`src/rtl/term_writer.sv`:
```
// ============================================================================
// Module   : term_writer
// Purpose  : Byte-stream terminal front end: cursor tracking, character
//            buffer writes and origin-row scrolling. Optional feature macro
//            TERM_WRITER_AUTOWRAP_EN enables wrap-to-next-line at last column.
// Revision : 1.0 - initial release
// ============================================================================
`default_nettype none

module term_writer #(
  parameter int COLS   = 80,
  parameter int ROWS   = 24,
  parameter int ADDR_W = 11,
  parameter int COL_W  = 7,
  parameter int ROW_W  = 5
) (
  input  logic              pclk,
  input  logic              clr_n,
  input  logic [7:0]        in_data,
  input  logic              in_valid,
  output logic              in_ready,
  output logic [ADDR_W-1:0] buf_addr,
  output logic [7:0]        buf_din,
  output logic              buf_wen,
  output logic [COL_W-1:0]  cur_col,
  output logic [ROW_W-1:0]  cur_row,
  output logic [ROW_W-1:0]  first_row,
  output logic              busy
);

  typedef enum logic [1:0] {S_INIT, S_IDLE, S_WRITE, S_CLEAR} state_t;

  localparam logic [ADDR_W:0]   c_cells    = (ADDR_W+1)'(ROWS*COLS);
  localparam logic [ADDR_W:0]   c_cols_cnt = (ADDR_W+1)'(COLS);
  localparam logic [ADDR_W-1:0] c_cols_a   = ADDR_W'(COLS);
  localparam logic [ROW_W:0]    c_rows_w   = (ROW_W+1)'(ROWS);
  localparam logic [COL_W-1:0]  c_last_col = COL_W'(COLS-1);
  localparam logic [ROW_W-1:0]  c_last_row = ROW_W'(ROWS-1);
  localparam logic [7:0]        c_space    = 8'h20;

  state_t              r_state;
  logic [ADDR_W:0]     r_cnt;
  logic                r_clr_pend;
  logic [ADDR_W-1:0]   r_clr_base;
  logic                r_ready;
  logic [ADDR_W-1:0]   r_addr;
  logic [7:0]          r_din;
  logic                r_wen;
  logic [COL_W-1:0]    r_col;
  logic [ROW_W-1:0]    r_row;
  logic [ROW_W-1:0]    r_first;
  logic                r_busy;

  logic [ROW_W:0]      w_sum;
  logic [ROW_W:0]      w_phys;
  logic [ADDR_W-1:0]   w_wr_addr;
  logic [ADDR_W-1:0]   w_clr_base;
  logic [ROW_W-1:0]    w_first_nxt;
  logic                w_printable;

  // Logical cursor row maps onto the rotated physical buffer row.
  always_comb begin
    w_sum       = {1'b0, r_first} + {1'b0, r_row};
    w_phys      = (w_sum >= c_rows_w) ? (w_sum - c_rows_w) : w_sum;
    w_wr_addr   = ADDR_W'(w_phys) * c_cols_a + ADDR_W'(r_col);
    w_clr_base  = ADDR_W'(r_first) * c_cols_a;
    w_first_nxt = (r_first == c_last_row) ? '0 : r_first + ROW_W'(1);
    w_printable = (in_data >= 8'h20) && (in_data <= 8'h7E);
  end

  always_ff @(posedge pclk or negedge clr_n) begin
    if (!clr_n) begin
      r_state    <= S_INIT;
      r_cnt      <= '0;
      r_clr_pend <= 1'b0;
      r_clr_base <= '0;
      r_ready    <= 1'b0;
      r_addr     <= '0;
      r_din      <= '0;
      r_wen      <= 1'b0;
      r_col      <= '0;
      r_row      <= '0;
      r_first    <= '0;
      r_busy     <= 1'b1;
    end else begin
      case (r_state)
        S_INIT: begin
          if (r_cnt == c_cells) begin
            r_wen   <= 1'b0;
            r_busy  <= 1'b0;
            r_ready <= 1'b1;
            r_state <= S_IDLE;
          end else begin
            r_wen  <= 1'b1;
            r_din  <= c_space;
            r_addr <= r_cnt[ADDR_W-1:0];
            r_cnt  <= r_cnt + (ADDR_W+1)'(1);
          end
        end

        S_IDLE: begin
          r_wen <= 1'b0;
          if (!r_ready) begin
            r_ready <= 1'b1;
          end else if (in_valid) begin
            r_ready <= 1'b0;
            if (w_printable) begin
              r_state <= S_WRITE;
              r_wen   <= 1'b1;
              r_din   <= in_data;
              r_addr  <= w_wr_addr;
              if (r_col != c_last_col) begin
                r_col <= r_col + COL_W'(1);
              end else begin
`ifdef TERM_WRITER_AUTOWRAP_EN
                // Wrap performs a full line feed; any clear is deferred
                // until the character write cycle has gone out.
                r_col <= '0;
                if (r_row != c_last_row) begin
                  r_row <= r_row + ROW_W'(1);
                end else begin
                  r_first    <= w_first_nxt;
                  r_clr_pend <= 1'b1;
                  r_clr_base <= w_clr_base;
                end
`endif
              end
            end else begin
              case (in_data)
                8'h0D: r_col <= '0;
                8'h08: if (r_col != '0) r_col <= r_col - COL_W'(1);
                8'h0A: begin
                  if (r_row != c_last_row) begin
                    r_row <= r_row + ROW_W'(1);
                  end else begin
                    r_first <= w_first_nxt;
                    r_state <= S_CLEAR;
                    r_busy  <= 1'b1;
                    r_wen   <= 1'b1;
                    r_din   <= c_space;
                    r_addr  <= w_clr_base;
                    r_cnt   <= (ADDR_W+1)'(1);
                  end
                end
                default: ;
              endcase
            end
          end
        end

        S_WRITE: begin
          if (r_clr_pend) begin
            r_clr_pend <= 1'b0;
            r_state    <= S_CLEAR;
            r_busy     <= 1'b1;
            r_wen      <= 1'b1;
            r_din      <= c_space;
            r_addr     <= r_clr_base;
            r_cnt      <= (ADDR_W+1)'(1);
          end else begin
            r_wen   <= 1'b0;
            r_ready <= 1'b1;
            r_state <= S_IDLE;
          end
        end

        S_CLEAR: begin
          if (r_cnt == c_cols_cnt) begin
            r_wen   <= 1'b0;
            r_busy  <= 1'b0;
            r_ready <= 1'b1;
            r_state <= S_IDLE;
          end else begin
            r_addr <= r_addr + ADDR_W'(1);
            r_cnt  <= r_cnt + (ADDR_W+1)'(1);
          end
        end

        default: r_state <= S_INIT;
      endcase
    end
  end

  assign in_ready  = r_ready;
  assign buf_addr  = r_addr;
  assign buf_din   = r_din;
  assign buf_wen   = r_wen;
  assign cur_col   = r_col;
  assign cur_row   = r_row;
  assign first_row = r_first;
  assign busy      = r_busy;

endmodule

`default_nettype wire

```
`config.mk`:
```
export PLATFORM = sky130hd
export DESIGN_NAME = term_writer
export DESIGN_NICKNAME = d
export VERILOG_FILES = /design/src/rtl/term_writer.sv
export SDC_FILE = /design/constraint.sdc
export NUM_CORES = 1
export LEC_CHECK = 0
export BUFFER_PORTS_ARGS = -buffer_cell sky130_fd_sc_hd__buf_2
export CAP_MARGIN = 20
export CELL_PAD_IN_SITES_DETAIL_PLACEMENT = 0
export CELL_PAD_IN_SITES_GLOBAL_PLACEMENT = 1
export CORE_MARGIN = 2
export CORE_UTILIZATION = 45
export DETAILED_ROUTE_END_ITERATION = 8
export PLACE_DENSITY_LB_ADDON = 0.1
export SYNTH_ARGS = -nofsm -noshare
export SYNTH_HDL_FRONTEND = slang
export SYNTH_SLANG_ARGS = --single-unit
```
`constraint.sdc`:
```
create_clock -name pclk -period 5.4 [get_ports pclk]
set_clock_uncertainty 0.1 [all_clocks]
set_input_delay 0.27 -clock pclk [delete_from_list [all_inputs] [get_ports pclk]]
set_output_delay 0.27 -clock pclk [all_outputs]
set_load 0.02 [all_outputs]
```
==> metrics.csv <==
stage;metric;value;unit
outcome;outcome;complete, no violations;
power_and_ir_drop;combinationalPowerShare;46.4;%
min_path;min_path_type;in2reg;
clock_network;cts_setup_buffers;0;
synth;syn_nets;497;
grt;grt_pass1_wl;16.64;mm
power_and_ir_drop;swShare;48.37;%
power_and_ir_drop;intPower;0.9298;mW
clock_network;cts_max_level;2;
place;gp_congestion;0.8257;
flow_run;maxCapViolCount;0;
clock_network;cts.repair.resized;0;
timing;final_hold_viol_count;0;
power_and_ir_drop;pwr-share-seq;39.4;%
synth;synth_warnings;11;
clock_network;clock-sinks;53;
synth;synth.largest_area_cell;dfrtp_1;
synth;synth_most_common_cell;dfrtp_1;
setup_path;worstPathRequired;5.54;ns
detailed_routing;drtPass1Iterations;4;
timing;fin_setup_tns;0;ns
clock_network;path_clk_slew;0.12;ns
place;dp_cells;594;
timing;max-slew-margin-rel;39.84;%
setup_path;worstSetupEndpointType;register;
detailed_routing;drtAntennaViolNets;0;
floorplan;fp.dieH;97.63;um
synth;netlist_top_cells_area;dfrtp_1 33%, ha_1 9.5%, o21ai_0 5.8%;
timing;setup_viol;0;
timing;period_needed;4.536;ns
place;hpwl;7.341;mm
clock_network;cts_buffer_depth;2;
grt;track_usage;21.35;%
clock_network;ctsRootBufferMaster;clkbuf_8;
timing;setup_ws;0.8637;ns
synth;ys_ff_latch;53;
place;dp_slack;0.9369;ns
floorplan;die_w;97.63;um
timing;fmax;220.4;MHz
cells_and_area;final_cells;603;
synth;synth_cells;452;
floorplan;start_util;45.91;%
floorplan;io_pins;50;
setup_path;crit_path_start_kind;register;
floorplan;fp-row-count;34;
clock_network;clk_latency;0.32;ns
grt;grt_start_max_net_pins;54;
power_and_ir_drop;p_clk_share;14.2;%
cells_and_area;fin_nets;539;
synth;ys.flop_type;dfrtp_1;
detailed_routing;wirelength;10.17;mm
grt;grt_pass1_vias;3247;
detailed_routing;via_per_inst;5.760;
detailed_routing;dr_total_vias;3473;
cells_and_area;area_growth_syn_to_layout;10.56;%
synth;synth_edf_count;0;
synth;synthTopCellsByCount;52 x dfrtp_1, 46 x o21ai_0, 40 x nand2_1, 37 x nor2_1, 30 x ha_1;
clock_network;cts_made_buffers;5;
grt;antenna_found_initial;0;
place;numPortBuffers;49;
cells_and_area;n_antenna_cell;0;
synth;synth_top_area_share;32.98;%
power_and_ir_drop;power_density;412.9;nW/um^2
power_and_ir_drop;switchingPower;0.8712;mW
synth;syn_avg_cell_area;8.728;sq um
floorplan;core-area;8593;sq um
power_and_ir_drop;vdd_drop_max;0.2135;mV
timing;drv_slew;0;
timing;timing.final.crit_share;84.00;%
cells_and_area;utilization;50.76;%
detailed_routing;drc;0;
floorplan;die-area;9532;sq um
clock_network;cts_tree;built;
timing;grt_setup_unrepaired;false;
detailed_routing;first_iter_violations;142;
detailed_routing;wl_per_cell;16.87;um
setup_path;worst_ep_arrival_time;4.68;ns
timing;hold-worst-slack;0.09841;ns
timing;tightestPinTransition;0.9006;ns
synth;async_reset_ff_share;100.0;%
synth;ys_seq_area_share;33.65;%
synth;synth_cell_types;69;
grt;grt_overflow_total;0;
power_and_ir_drop;p_leak;2.053;nW
cells_and_area;drive_gt1_share;15.76;%
setup_path;crit_fanout;8;
synth;netlist_area;3945;sq um
setup_path;path_class;reg2reg;
==> final timing paths <==
| check | endpoint | slack, ns | cells after the start | from |
|---|---|---|---|---|
| min in group asynchronous | buf_din[7]$_DFFE_PN0P_ | 0.51 | 3 | clr_n |
| min | buf_din[2]$_DFFE_PN0P_ | 0.1 | 3 | in_data[2] |
| max | buf_addr[9]$_DFFE_PN0P_ | 0.86 | 18 | first_row[0]$_DFFE_PN0P_ |
| min reg2reg | buf_din[5]$_DFFE_PN0P_ | 0.38 | 2 | buf_din[5]$_DFFE_PN0P_ |
| max in group asynchronous | buf_addr[2]$_DFFE_PN0P_ | 4.20 | 3 | clr_n |
| max reg2reg | buf_addr[9]$_DFFE_PN0P_ | 0.86 | 18 | first_row[0]$_DFFE_PN0P_ |
==> kinds of logic after synthesis <==
kind of cell,share of synthesized area (%)
AO/OA/AOI/OAI,21.98
buffers and inverters,4.947
multiplexers,1.808
adder cells (fa/ha/maj),11.54
XOR/XNOR,5.328
AND/OR/NAND/NOR,20.74
flip-flops,33.65
==> registers in the layout, summed over array words and instances, names as in the netlist <==
name	cells
buf_addr	11
buf_din	8
buf_wen	1
in_ready	1
cur_row	5
r_cnt	12
busy	1
first_row	5
cur_col	7
r_state	2
==> power by group through the flow <==
stage	logic, mW	clock network, mW	registers (mW)
after global placement	0.828	0	0.713
after detailed placement	0.838	0	0.717
after global routing	0.928	0.278	0.733
after CTS	0.843	0.266	0.709
after floorplan	0.558	0	0.755
final	0.836	0.255	0.709
==> layout make-up <==
cell class	instances	area, sq um
Clock buffer	5	68.82
Clock inverter	3	28.78
Fill cell	850	4232
Inverter	27	101.3
Multi-Input combinational cell	354	2422
Sequential cell	53	1328
Tap cell	108	135.1
Timing Repair Buffer	53	277.8
==> worst max-delay path: stages (launching register included) <==
cell	delay (ns)
dfrtp_1	0.52
ha_1	0.23
inv_1	0.06
fa_1	0.39
nor2b_1	0.22
o21a_1	0.16
nor2_1	0.05
xnor2_1	0.20
ha_1	0.27
o32a_1	0.39
ha_1	0.32
inv_1	0.06
fa_1	0.53
nand3b_1	0.19
o21ai_0	0.24
xnor2_1	0.09
o21ai_0	0.15
o221ai_1	0.12
o21ai_0	0.16
==> metal layers <==
layer  vias up  routed length, um  GRT usage (%)
met5         -                  0              0
met4         0                 81          3.953
met3        10                285          2.878
met2        66               4852          35.60
met1      1676               4951          30.00
li1       1721                  -              -
==> cell usage in the layout (no fill, tap or decap), types with 2 or more instances in the layout <==
cell	synthesis	final
nor2_2	2	2
nand3b_1	4	4
a21oi_1	22	22
o32ai_1	3	3
nor3b_1	2	2
xnor2_1	21	21
o221ai_1	2	2
a31oi_1	7	7
fa_1	4	4
a21o_1	6	6
a2bb2oi_1	2	2
and2_1	5	5
nand2_1	40	40
and4_1	3	3
nor4_1	2	2
dfrtp_1	52	52
nand3_1	20	20
o21bai_1	2	2
xor2_1	3	3
a22oi_1	2	2
buf_2	3	49
o21ai_1	4	4
nor3_1	7	7
a21oi_2	4	4
nand4_1	6	6
nor4b_1	2	2
inv_1	27	27
ha_1	30	30
nor2_1	37	37
or2_2	3	3
clkbuf_8	0	5
and3_1	9	9
buf_4	0	3
o22ai_1	3	3
nor2b_1	6	6
o21a_1	2	2
mux2i_1	6	6
a211oi_1	4	4
o31ai_1	6	6
o21ai_0	46	46
==> metrics by stage <==
step | power (mW) | area (sq um)
after floorplan | 1.314 | 3945
after global placement | 1.540 | 4254
after detailed placement | 1.555 | 4254
after CTS | 1.818 | 4362
after global routing | 1.939 | 4362
final | 1.801 | 4362
==> repair_timing <==
item                                    4_1_cts  5_1_grt
endpoints found under the setup margin        0        0
hold buffers                                  1        0
hold endpoints to repair                      1        0
No activity file was read; power rests on OpenSTA's default activity.
